[src/rtl/core_io_port_pkg.sv]
// Shared constants and slot-state encoding for the core-side engine link endpoint.
package core_io_port_pkg;

  localparam int BLK_OP_MSB = 2;
  localparam int OUT_WORDS  = 8;

  typedef enum logic [1:0] {
    SLOT_EMPTY = 2'd0,
    SLOT_FULL  = 2'd1,
    SLOT_BUSY  = 2'd2
  } slot_state_e;

endpackage

[src/rtl/core_io_dout_ser.sv]
// Result buffer and burst serializer: holds OUT_WORDS result words and streams
// them back to engine memory as one back-to-back burst tagged with the slot seq.
module core_io_dout_ser #(
  parameter int OUT_WORDS = core_io_port_pkg::OUT_WORDS,
  parameter int AW        = $clog2(OUT_WORDS)
) (
  input  logic          CLK,
  input  logic          RST,
  input  logic          res_wr_en,
  input  logic [AW-1:0] res_addr,
  input  logic [31:0]   res_din,
  input  logic          res_last,
  input  logic          blk_seq,
  output logic [31:0]   core_dout,
  output logic          core_dout_en,
  output logic          core_dout_seq,
  output logic          out_busy
);

  logic [31:0]   buf_q [OUT_WORDS];
  logic [31:0]   buf_d [OUT_WORDS];
  logic [AW-1:0] rem_q, rem_d;
  logic          en_q, en_d;
  logic [31:0]   dout_q, dout_d;
  logic          seq_q, seq_d;

  always_comb begin
    buf_d  = buf_q;
    rem_d  = rem_q;
    en_d   = en_q;
    dout_d = dout_q;
    seq_d  = seq_q;
    if (res_wr_en && !en_q) buf_d[res_addr] = res_din;
    if (en_q) begin
      if (rem_q == '0) begin
        en_d   = 1'b0;
        dout_d = '0;
      end else begin
        // rem_q counts words still to send after the one on the bus
        dout_d = buf_q[AW'(OUT_WORDS - int'(rem_q))];
        rem_d  = rem_q - AW'(1);
      end
    end else if (res_last) begin
      en_d   = 1'b1;
      dout_d = buf_d[0];
      rem_d  = AW'(OUT_WORDS - 1);
      seq_d  = blk_seq;
    end
  end

  always_ff @(posedge CLK) begin
    buf_q <= buf_d;
  end

  always_ff @(posedge CLK or posedge RST) begin
    if (RST) begin
      rem_q  <= '0;
      en_q   <= 1'b0;
      dout_q <= '0;
      seq_q  <= 1'b0;
    end else begin
      rem_q  <= rem_d;
      en_q   <= en_d;
      dout_q <= dout_d;
      seq_q  <= seq_d;
    end
  end

  assign core_dout     = dout_q;
  assign core_dout_en  = en_q;
  assign core_dout_seq = seq_q;
  assign out_busy      = en_q;

endmodule

[src/rtl/core_io_port.sv]
// Core-side endpoint of the engine<->core link: two input slots, hand-off to the
// round logic, result serializer. Protocol checking is built only with CORE_IO_CHECK_EN.
//
// Per-slot state | meaning
// SLOT_EMPTY     | slot free, engine may fill it
// SLOT_FULL      | block complete, waiting for the round logic
// SLOT_BUSY      | block being processed by the round logic
module core_io_port
  import core_io_port_pkg::*;
#(
  parameter int BLK_OP_W  = BLK_OP_MSB + 1,
  parameter int OUT_WORDS = core_io_port_pkg::OUT_WORDS
) (
  input  logic                CLK,
  input  logic                RST,
  input  logic                wr_en,
  input  logic [31:0]         din,
  input  logic [3:0]          wr_addr,
  input  logic                seq,
  input  logic [BLK_OP_W-1:0] blk_op_in,
  input  logic                set_input_ready,
  output logic                ready,
  output logic                blk_start,
  output logic                blk_seq,
  output logic [BLK_OP_W-1:0] blk_op,
  input  logic [3:0]          comp_rd_addr,
  output logic [31:0]         comp_dout,
  input  logic                comp_done,
  input  logic                res_wr_en,
  input  logic [2:0]          res_addr,
  input  logic [31:0]         res_din,
  input  logic                res_last,
  output logic                out_busy,
  output logic [31:0]         core_dout,
  output logic                core_dout_en,
  output logic                core_dout_seq,
  output logic                err
);

  slot_state_e         state_q [2];
  slot_state_e         state_d [2];
  logic [BLK_OP_W-1:0] op_q [2];
  logic [BLK_OP_W-1:0] op_d [2];
  logic                wr_seq_exp_q, wr_seq_exp_d;
  logic                rd_seq_q, rd_seq_d;
  logic                ready_q, ready_d;
  logic                blk_start_q, blk_start_d;
  logic                blk_seq_q, blk_seq_d;
  logic [BLK_OP_W-1:0] blk_op_q, blk_op_d;
  logic [31:0]         comp_dout_q;
  logic [31:0]         mem_q [32];
  logic                any_busy;

  assign any_busy = (state_q[0] == SLOT_BUSY) || (state_q[1] == SLOT_BUSY);

  always_comb begin
    state_d      = state_q;
    op_d         = op_q;
    wr_seq_exp_d = wr_seq_exp_q;
    rd_seq_d     = rd_seq_q;
    blk_start_d  = 1'b0;
    blk_seq_d    = blk_seq_q;
    blk_op_d     = blk_op_q;
    if (!any_busy && state_q[rd_seq_q] == SLOT_FULL) begin
      state_d[rd_seq_q] = SLOT_BUSY;
      blk_start_d       = 1'b1;
      blk_seq_d         = rd_seq_q;
      blk_op_d          = op_q[rd_seq_q];
    end
    if (comp_done && any_busy) begin
      state_d[blk_seq_q] = SLOT_EMPTY;
      rd_seq_d           = ~rd_seq_q;
    end
    if (set_input_ready) begin
      state_d[seq] = SLOT_FULL;
      op_d[seq]    = blk_op_in;
      wr_seq_exp_d = ~wr_seq_exp_q;
    end
    // looks at the post-update state so ready has no extra cycle of lag
    ready_d = (state_d[wr_seq_exp_d] == SLOT_EMPTY);
  end

  always_ff @(posedge CLK or posedge RST) begin
    if (RST) begin
      state_q      <= '{default: SLOT_EMPTY};
      op_q         <= '{default: '0};
      wr_seq_exp_q <= 1'b0;
      rd_seq_q     <= 1'b0;
      ready_q      <= 1'b0;
      blk_start_q  <= 1'b0;
      blk_seq_q    <= 1'b0;
      blk_op_q     <= '0;
      comp_dout_q  <= '0;
    end else begin
      state_q      <= state_d;
      op_q         <= op_d;
      wr_seq_exp_q <= wr_seq_exp_d;
      rd_seq_q     <= rd_seq_d;
      ready_q      <= ready_d;
      blk_start_q  <= blk_start_d;
      blk_seq_q    <= blk_seq_d;
      blk_op_q     <= blk_op_d;
      comp_dout_q  <= mem_q[{blk_seq_q, comp_rd_addr}];
    end
  end

  always_ff @(posedge CLK) begin
    if (wr_en) mem_q[{seq, wr_addr}] <= din;
  end

  assign ready     = ready_q;
  assign blk_start = blk_start_q;
  assign blk_seq   = blk_seq_q;
  assign blk_op    = blk_op_q;
  assign comp_dout = comp_dout_q;

  core_io_dout_ser #(
    .OUT_WORDS(OUT_WORDS),
    .AW       (3)
  ) u_dout_ser (
    .CLK          (CLK),
    .RST          (RST),
    .res_wr_en    (res_wr_en),
    .res_addr     (res_addr),
    .res_din      (res_din),
    .res_last     (res_last),
    .blk_seq      (blk_seq_q),
    .core_dout    (core_dout),
    .core_dout_en (core_dout_en),
    .core_dout_seq(core_dout_seq),
    .out_busy     (out_busy)
  );

`ifdef CORE_IO_CHECK_EN
  logic [15:0] mask_q [2];
  logic [15:0] mask_d [2];
  logic [15:0] mask_now;
  logic        err_q, err_d;

  always_comb begin
    mask_d = mask_q;
    if (wr_en) mask_d[seq] = mask_q[seq] | (16'd1 << wr_addr);
    // a word written alongside set_input_ready counts toward completeness
    mask_now = mask_d[seq];
    if (set_input_ready) mask_d[seq] = '0;
    err_d = err_q;
    if (wr_en && state_q[seq] != SLOT_EMPTY) err_d = 1'b1;
    if (set_input_ready && (seq != wr_seq_exp_q || mask_now != 16'hFFFF)) err_d = 1'b1;
    if (comp_done && !any_busy) err_d = 1'b1;
    if ((res_last || res_wr_en) && out_busy) err_d = 1'b1;
  end

  always_ff @(posedge CLK or posedge RST) begin
    if (RST) begin
      mask_q <= '{default: '0};
      err_q  <= 1'b0;
    end else begin
      mask_q <= mask_d;
      err_q  <= err_d;
    end
  end

  assign err = err_q;
`else
  assign err = 1'b0;
`endif

endmodule

[config.mk]
export PLATFORM = sky130hd
export DESIGN_NAME = core_io_port
export DESIGN_NICKNAME = d
export VERILOG_FILES = /design/src/rtl/core_io_port_pkg.sv /design/src/rtl/core_io_dout_ser.sv /design/src/rtl/core_io_port.sv
export SDC_FILE = /design/constraint.sdc
export NUM_CORES = 1
export LEC_CHECK = 0
export BUFFER_PORTS_ARGS = -buffer_cell sky130_fd_sc_hd__buf_2
export CORE_MARGIN = 2
export CORE_UTILIZATION = 45
export CTS_CLUSTER_DIAMETER = 30
export DETAILED_ROUTE_END_ITERATION = 10
export REMOVE_ABC_BUFFERS = 1
export SYNTH_ARGS = -nofsm -noshare
export SYNTH_HDL_FRONTEND = slang
export SYNTH_SLANG_ARGS = --single-unit
[constraint.sdc]
create_clock -name CLK -period 10.1 [get_ports CLK]
set_input_delay 0.505 -clock CLK [delete_from_list [all_inputs] [get_ports CLK]]
set_output_delay 0.505 -clock CLK [all_outputs]
set_load 0.01 [all_outputs]
==> impl_metrics.tcl, run 1 <==
set metrics [dict create \
    status "complete, no violations" \
    grt_pass1_vias 30300 \
    nets 3443 \
    r2r_start "u_dout_ser.rem_q[0]" \
    hp-class "primary input to flip-flop" \
    cts_max_level 5 \
    start_util_pct 45.4 \
    r2r-end "u_dout_ser.core_dout[7]" \
    cts_buffers 283 \
    vias_per_cell 5.70 \
    max-vdd-ir-drop_v 0.000187 \
    worstPathArrival_ns 4.23 \
    routedWlPerCell_um 26.5 \
    io_pins 160 \
    clock_latency_ns 0.85 \
    ys_seq_elements 1367 \
    drive_above_1_share_pct 23.9 \
    fillers 8810 \
    period_share_pct 35.1 \
    grt_max_degree 129 \
    antenna_found_initial 8 \
    reg2reg_slack_ns 6.55 \
    dp_hpwl_um 67800 \
    start_kind "flip-flop" \
    finClkSkew_ns 0.0464 \
    fin_ws_ns 6.55 \
    drt_pass1_iterations 5 \
    synthCells 2982 \
    die_y_um 346 \
    row_count 125 \
    clkSinkCount 1367 \
    min-delay-start "res_last" \
    p_leak_nw 23.5 \
    ant_nets 0 \
    vias 29000 \
    drv_cap 0 \
    die_area_um2 120000 \
    grt_pass1_wl_um 198000 \
    grt_use_total_pct 22.4 \
    setup_viol 0 \
    portBuffers 158 \
    critPathCaptureType "flip-flop" \
    fin_util_pct 56.1 \
    coreArea_um2 116000 \
    clk_pin_slew_ns 0.04 \
    crit_required_ns 10.78 \
    worstHoldPathCells 3 \
    first_iter_violations 2072 \
    p_per_area_nw_per_um2 276 \
    hold_viol_final 0 \
    tightest_slew_ns 1.19 \
    cts_buffer_depth 4 \
    yosysSeqAreaShare_pct 76.4 \
    critPathKind "flip-flop to flip-flop" \
    rsz0062_at_grt "no" \
    syn_to_final_growth_pct 23.8 \
    crit_path_start "u_dout_ser.rem_q[0]" \
    power_mw 18.0 \
    path_max_fanout 34 \
    overflow 0 \
    drv_slew 0 \
    fp.dieW_um 346 \
    ys_warn_count 0 \
    hold_end "u_dout_ser.rem_q[2]" \
    root_buffer "clkbuf_16" \
    clock.fmax_mhz 282 \
    r2r_cells 7 \
    wirelength_um 135000 \
    avgSynthCellArea_um2 17.7 \
    gp_congestion 0.757 \
    slew_headroom_pct 20.8 \
    cts_tree "yes" \
    drc 0 \
    synth_cell_types 45 \
    post-place-ws_ns 5.79 \
    syn_area_um2 52700 \
    setup_tns_ns 0 \
    cts_setup_buffers 0 \
    min_period_ns 3.55 \
]
## where the power goes
group	total [mW]	leakage [nW]	internal, mW	switching (mW)
logic	2.26	6.43	0.960	1.30
registers	6.70	12.6	6.49	0.205
clock network	9.04	4.51	6.18	2.87
## cells in the mapped netlist
cell | count | area (um^2)
a2111o_1 | 1 | 11.3
a211oi_1 | 1 | 7.51
a21boi_0 | 1 | 7.51
a21oi_1 | 129 | 646
a221oi_1 | 1 | 8.76
a22o_1 | 64 | 561
a22oi_1 | 96 | 721
a2bb2oi_1 | 29 | 254
a311oi_1 | 1 | 8.76
a31oi_1 | 33 | 206
and2_1 | 1 | 6.26
buf_1 | 7 | 26.3
buf_12 | 1 | 20.0
buf_2 | 63 | 315
buf_4 | 3 | 22.5
buf_6 | 2 | 22.5
clkbuf_1 | 96 | 360
conb_1 | 1 | 3.75
dfrtp_1 | 87 | 2180
dfxtp_1 | 32 | 641
edfxtp_1 | 1248 | 37500
ha_1 | 2 | 25.0
inv_1 | 9 | 33.8
mux2_2 | 99 | 1110
mux2_4 | 3 | 45.0
mux2i_1 | 519 | 5190
mux4_2 | 35 | 788
nand2_1 | 108 | 405
nand2b_1 | 38 | 238
nand3_1 | 98 | 490
nand3b_1 | 6 | 45.0
nand4_1 | 2 | 12.5
nor2_1 | 78 | 293
nor2b_1 | 3 | 18.8
nor3_1 | 35 | 175
o21ai_0 | 7 | 35.0
o221a_2 | 1 | 11.3
o22ai_1 | 32 | 200
o41ai_1 | 1 | 8.76
or2_2 | 2 | 12.5
or3_1 | 2 | 12.5
or3b_2 | 2 | 17.5
or3b_4 | 1 | 11.3
xnor2_1 | 1 | 8.76
xor2_1 | 1 | 8.76
## placed cells by master, fill, tap and decap left out, drive strengths merged, types with 78 or more instances in the layout
cell       n
edfxtp  1248
mux2i    519
clkbuf   319
buf      222
a21oi    129
nand2    108
mux2     102
nand3     98
a22oi     96
dfrtp     87
clkinv    83
nor2      78
## how the worst max path moves through the flow
stage | endpoint | depth (start not counted)
floorplan | comp_dout[0] | 4
detailed placement | comp_dout[13] | 8
global route | u_dout_ser.core_dout[7] | 7
CTS | u_dout_ser.core_dout[7] | 7
global placement | comp_dout[13] | 8
finish | u_dout_ser.core_dout[7] | 7
## through the flow
stage | hold slack [ns] | std cells | area [um^2]
after floorplan | 0.465 | 2810 | 51900
after global placement | 0.476 | 4556 | 55500
after detailed placement | 0.484 | 4556 | 55500
after CTS | 0.0482 | 5086 | 65200
after global routing | 0.0935 | 5089 | 65200
final | 0.118 | 5089 | 65200
## cell families (layout without fill, tap and decap cells)
kind of cell             Yosys count  count (layout)  synth area share [%]
AO/OA/AOI/OAI                    397             397                  5.10
XOR/XNOR                           2               2                0.0332
buffers and inverters            181             761                  1.52
multiplexers                     656             656                  13.6
adder cells (fa/ha/maj)            2               2                0.0475
other                              1               4               0.00711
flip-flops                      1367            1367                  76.4
AND/OR/NAND/NOR                  376             376                  3.30
## critical path: stages (launching register included)
cell	delay, ns
dfrtp_4	0.76
inv_1	0.11
ha_1	0.63
buf_4	0.55
nand2_2	0.65
o22ai_1	0.41
a2bb2oi_1	0.20
a21oi_1	0.08
## flip-flops by register name, summed over array words and instances (netlist names)
signal and cells:
blk_seq 1, u_dout_ser.rem_q 3, op_q 6, u_dout_ser.core_dout_en 1
u_dout_ser.core_dout_seq 1, blk_op 3, mem_q 1024, u_dout_ser.core_dout 32
comp_dout 32, rd_seq_q 1, state_q 4, ready 1
u_dout_ser.buf_q 256, wr_seq_exp_q 1, blk_start 1
## area by class of cell
cell class / count / area, um^2 / share of cell area [%]
diodes: 3 / 7.51 / 0.0115
clock buffers: 319 / 7350 / 11.3
clock inverters: 173 / 2010 / 3.08
inverters: 9 / 36.3 / 0.0556
multi-input cells: 1434 / 11900 / 18.3
flip-flops and latches: 1367 / 40300 / 61.8
well taps: 1524 / 1910 / 2.92
repair buffers: 260 / 1690 / 2.59
## per-layer routing
metal	wire [um]	GRT usage (%)
met5	26	0
met4	4030	8.98
met3	7480	3.65
met2	67700	37.7
met1	55800	29.1
## timing repair
| item | CTS | global route |
|---|---|---|
| hold endpoints to repair | 299 | 0 |
| gates resized for setup | 0 | 0 |
| hold buffers | 38 | 0 |
Power figures use the tool's default switching activity.
==> inputs of run 2 (changes only) <==
==> constraint.sdc (replaced) <==
create_clock -name CLK -period 3.2 [get_ports CLK]
set_input_delay 0.16 -clock CLK [delete_from_list [all_inputs] [get_ports CLK]]
set_output_delay 0.16 -clock CLK [all_outputs]
set_load 0.01 [all_outputs]
==> run 2 against run 1 <==
Net effect:
- combinational power increased to 3.4 times the previous value
- count of clock-buffer cells in the layout grew 29
- die area did not move
- critical endpoint is now u_dout_ser.buf_q[110]
- largest cell class unchanged
==> impl_metrics.tcl, run 2 (synthesized netlist as in run 1, its figures left out) <==
set metrics [dict create \
    status "complete, no violations" \
    drc 0 \
    min-delay-start "comp_rd_addr[1]" \
    overflow 0 \
    p_leak_nw 24.1 \
    vias_per_cell 5.64 \
    first_iter_violations 2394 \
    fin_cells 5191 \
    coreArea_um2 116000 \
    dp.cells 4591 \
    cts_buffer_depth 4 \
    cts_resized 0 \
    ant_nets 0 \
    worstHoldPathCells 5 \
    drv_slew 0 \
    antenna_found_initial 8 \
    r2r_start "u_dout_ser.core_dout_en" \
    setup_tns_ns 0 \
    grt_pass1_wl_um 199000 \
    layout_commonest_cell "edfxtp_1" \
    gp_congestion 0.804 \
    critPathCaptureType "flip-flop" \
    top_register "mem_q" \
    vias 29300 \
    drv_cap 0 \
    cts_max_level 5 \
    dp_hpwl_um 74700 \
    p_per_area_nw_per_um2 873 \
    start_util_pct 45.4 \
    setup_viol 0 \
    wirelength_um 134000 \
    worstPathArrival_ns 3.17 \
    crit_path_start "u_dout_ser.core_dout_en" \
    finClkSkew_ns 0.0587 \
    syn_to_final_growth_pct 26.5 \
    clk_pin_slew_ns 0.05 \
    layout_common_cells "edfxtp_1 (1248), mux2i_1 (519), clkbuf_16 (298), buf_2 (157), a21oi_1 (129)" \
    crit_required_ns 3.65 \
    portBuffers 158 \
    critPathKind "flip-flop to flip-flop" \
    cts_tree "yes" \
    r2r_cells 5 \
    hold_buffers 81 \
    io_pins 160 \
    routedWlPerCell_um 25.9 \
    clock.fmax_mhz 368 \
    power_mw 58.2 \
    row_count 125 \
    clkSinkCount 1367 \
    cts_buffers 293 \
    start_kind "flip-flop" \
    path_max_fanout 41 \
    cts_setup_buffers 0 \
    fp.dieW_um 346 \
    nets 3531 \
    drive_above_1_share_pct 24.6 \
    grt_use_total_pct 22.3 \
    root_buffer "clkbuf_16" \
    largest_reg_flops 1024 \
    die_y_um 346 \
    grt_pass1_vias 30800 \
    tightest_slew_ns 1.22 \
    max-vdd-ir-drop_v 0.000669 \
    hold_viol_final 0 \
    largestRegisters "mem_q x1024, u_dout_ser.buf_q x256" \
    slew_headroom_pct 18.7 \
    hp-class "primary input to flip-flop" \
    rsz0062_at_grt "no" \
    drt_pass1_iterations 5 \
    min_period_ns 2.72 \
    die_area_um2 120000 \
    clock_latency_ns 0.85 \
    hold-worst-slack_ns 0.0313 \
    period_share_pct 84.9 \
    grt_max_degree 96 \
    fin_util_pct 57.4 \
]
==> run 2: metrics by stage <==
step	cell area, um^2	setup slack (ns)
2_1_floorplan	51900	-2.28
3_3_place_gp	56100	0.750
5_1_grt	66700	0.432
4_1_cts	66700	0.473
3_5_place_dp	56100	0.693
6_report	66700	0.485
==> run 2: report_power, final <==
part	switching (mW)	internal, mW
Clock	9.18	20.4
Sequential	0.525	20.5
Combinational	4.39	3.19
==> run 2: per-layer routing <==
metal  up-vias  GRT usage [%]  share of wire, %
li1      12800              -                 -
met4         2           8.45               2.9
met5         -              0            0.0097
met2      1082           37.8                51
met3       258           3.96               5.5
met1     15100           28.8                41
==> run 2: path summary, 6_finish.rpt <==
check / end / slack [ns]
setup reg to reg: u_dout_ser.buf_q[110] / 0.48
min in group asynchronous: u_dout_ser.core_dout[24] / 0.56
hold / removal: comp_dout[25] / 0.03
hold reg to reg: u_dout_ser.core_dout_seq / 0.48
max in group asynchronous: comp_dout[2] / 1.73
setup / recovery: u_dout_ser.buf_q[110] / 0.48
==> run 2: worst max-delay path, cell delays in order, from the launching register on <==
cell           delay [ns]
dfrtp_1              0.38
buf_4                0.28
nand3b_1             0.43
nor3_2               0.20
dlygate4sd3_1        0.61
buf_4                0.40
==> run 2: cell type report <==
| class | count | area (um^2) |
|---|---|---|
| Timing Repair Buffer | 338 | 2720 |
| Tap cell | 1524 | 1910 |
| Sequential cell | 1367 | 40300 |
| Fill cell | 8657 | 49500 |
| Multi-Input combinational cell | 1434 | 11900 |
| Antenna cell | 6 | 15.0 |
| Clock inverter | 165 | 2040 |
| Clock buffer | 348 | 7720 |
| Inverter | 9 | 36.3 |
==> inputs of run 3 (changes only) <==
--- a/config.mk
+++ b/config.mk
@@ -5,6 +5,7 @@
 export SDC_FILE = /design/constraint.sdc
 export NUM_CORES = 1
 export LEC_CHECK = 0
+export ABC_AREA = 1
 export BUFFER_PORTS_ARGS = -buffer_cell sky130_fd_sc_hd__buf_2
 export CORE_MARGIN = 2
 export CORE_UTILIZATION = 45
==> constraint.sdc (replaced) <==
create_clock -name CLK -period 2.6 [get_ports CLK]
set_input_delay 0.13 -clock CLK [delete_from_list [all_inputs] [get_ports CLK]]
set_output_delay 0.13 -clock CLK [all_outputs]
set_load 0.01 [all_outputs]
==> run 3 against run 2 <==
Net effect:
- sequential power increased by 22%
- global-route usage is 2.1 points higher
- utilization is 0.34 points lower
- die area grew 4.9%
- highest routed layer is now met4
==> impl_metrics.tcl, run 3 <==
set metrics [dict create \
    clkSinkCount 1367 \
    critPathKind "primary input to flip-flop" \
    nets 5327 \
    start_kind "primary input" \
    clock_latency_ns 0.89 \
    p_leak_nw 27.0 \
    synth_cell_types 28 \
    vias 37900 \
    max-vdd-ir-drop_v 0.00134 \
    switching_share_pct 26.6 \
    p_per_area_nw_per_um2 1060 \
    antenna_found_initial 4 \
    ys_warn_count 0 \
    row_count 128 \
    cts_buffer_depth 4 \
    seqPwrFrac_pct 35.0 \
    syn_to_final_growth_pct 25.7 \
    power.share.clock_pct 50.5 \
    ys_top_cells_by_area "edfxtp_1 (68%), nand2_1 (12%), nand3_1 (8.3%)" \
    fp.dieW_um 355 \
    p_int_mw 54.0 \
    yosysSeqAreaShare_pct 72.8 \
    syn_area_um2 55300 \
    io_pins 160 \
    status "complete, no violations" \
    cts_setup_buffers 0 \
    layout_commonest_cell "nand2_1" \
    synth_area_leader_cell "edfxtp_1" \
    fin_ws_ns 0.0751 \
    gp_congestion 0.765 \
    setup_viol 0 \
    dp_hpwl_um 78100 \
    min-delay-start "comp_rd_addr[0]" \
    coreArea_um2 122000 \
    cts_resized 0 \
    largest_reg_flops 1024 \
    crit_required_ns 3.33 \
    grt_use_total_pct 24.4 \
    drt_pass1_iterations 6 \
    grt_pass1_wl_um 231000 \
    top_register "mem_q" \
    slew_headroom_pct 42.2 \
    wirelength_um 154000 \
    synthCells 4832 \
    synthTopCellsByCount "nand2_1 (1793), edfxtp_1 (1248), nand3_1 (915), nor2_1 (206), buf_2 (144)" \
    drc 0 \
    finClkSkew_ns 0.0548 \
    drv_slew 0 \
    grt_max_degree 159 \
    avgSynthCellArea_um2 11.4 \
    netlist.area_leader.share_pct 67.8 \
    post-place-ws_ns 0.627 \
    hp-class "primary input to flip-flop" \
    cts_tree "yes" \
    path_max_fanout 49 \
    r2r_start "mem_q[9][30]" \
    drive_above_1_share_pct 15.1 \
    ys_seq_elements 1367 \
    cts_buffers 305 \
    synth_ff_type "edfxtp_1" \
    period_share_pct 97.1 \
    cts_max_level 5 \
    ant_nets 0 \
    first_iter_violations 3483 \
    largestRegisters "mem_q x1024, u_dout_ser.buf_q x256" \
    hold_buffers 92 \
    critPathCaptureType "flip-flop" \
    die_area_um2 126000 \
    grt_pass1_vias 37200 \
    crit_path_start "comp_rd_addr[1]" \
    routedWlPerCell_um 21.7 \
    combPwrFrac_pct 14.5 \
    portBuffers 158 \
    start_util_pct 45.4 \
    async_flop_share_pct 6.36 \
    tightest_slew_ns 0.867 \
    rsz0062_at_grt "no" \
    root_buffer "clkbuf_16" \
    worstPathArrival_ns 3.25 \
    clock.fmax_mhz 396 \
    layout_common_cells "nand2_1 (1793), edfxtp_1 (1248), nand3_1 (914), clkbuf_16 (311), nor2_1 (168)" \
    clk_pin_slew_ns 0.05 \
    die_y_um 355 \
    min_period_ns 2.52 \
    vias_per_cell 5.35 \
    drv_cap 0 \
    p_switching_mw 19.5 \
    synth_most_common_cell "nand2_1" \
    overflow 0 \
    synth-edff-count 1248 \
    hold_viol_final 0 \
    setup_tns_ns 0 \
]
==> run 3: power groups by stage <==
| stage | Sequential (mW) | Clock [mW] | Combinational [mW] |
|---|---|---|---|
| after floorplan | 26.4 | 0 | 5.92 |
| after global placement | 26.1 | 0 | 10.5 |
| after detailed placement | 26.1 | 0 | 10.5 |
| after CTS | 25.7 | 37.6 | 10.7 |
| after global routing | 25.8 | 38.7 | 12.0 |
| final | 25.7 | 37.2 | 10.7 |
==> run 3: cell families after synthesis <==
kind of cell               count (synthesis)  share of synthesized area (%)
adders and majority gates                  2                         0.0452
and+or+nand+nor                         2920                           21.9
other                                      1                        0.00678
DFF                                     1367                           72.8
xor gates and xnor gates                   2                         0.0317
AOI/OAI and AO/OA                        148                           1.49
buffers and inverters                    392                           3.65
==> run 3: worst paths after layout <==
check                                end  slack (ns)  depth (start not counted)
max in group asynchronous        blk_seq        1.36                          5
hold reg to reg             wr_seq_exp_q        0.45                          1
min in group asynchronous   comp_dout[7]        0.46                          4
hold / removal             comp_dout[14]        0.06                          9
setup reg to reg           comp_dout[30]        0.31                         10
setup / recovery           comp_dout[30]        0.08                         13
==> run 3: stage by stage <==
step | std cells | instance area (um^2) | util [%] | hold slack (ns) | power (mW)
after floorplan | 4545 | 53700 | - | 0.229 | 32.3
after global placement | 6465 | 58600 | 48.1 | 0.219 | 36.6
after detailed placement | 6465 | 58600 | 48.1 | 0.223 | 36.6
after CTS | 7092 | 69500 | 57.0 | 0.0114 | 74.1
after global routing | 7092 | 69500 | 57.0 | 0.0606 | 76.5
final | 7093 | 69500 | 57.0 | 0.0625 | 73.5
==> run 3: cell type report <==
cell class | instances | area [um^2]
fill | 9877 | 52300
timing repair buffer | 387 | 3440
antenna | 1 | 2.50
clock inverter | 184 | 2030
tap | 1625 | 2030
multi-input combinational | 3073 | 13300
inverter | 105 | 429
clock buffer | 351 | 7990
sequential | 1367 | 40300
==> run 3: critical path, stage by stage <==
cell	delay, ns
dlygate4sd3_1	0.56
buf_8	0.17
inv_8	0.33
buf_12	0.30
nand3_1	0.13
nand3_1	0.15
nand2_1	0.07
nand2_1	0.05
dlygate4sd3_1	0.56
nand2_1	0.05
dlygate4sd3_1	0.55
nand2_1	0.07
nand2_1	0.08
==> run 3: layer usage <==
metal | vias up | track usage (%) | routed length (um)
met5 | - | 0 | 0
met4 | 0 | 9.42 | 4750
met3 | 347 | 4.25 | 10400
met2 | 1502 | 40.5 | 75400
met1 | 18500 | 32.1 | 63400
li1 | 17600 | - | -
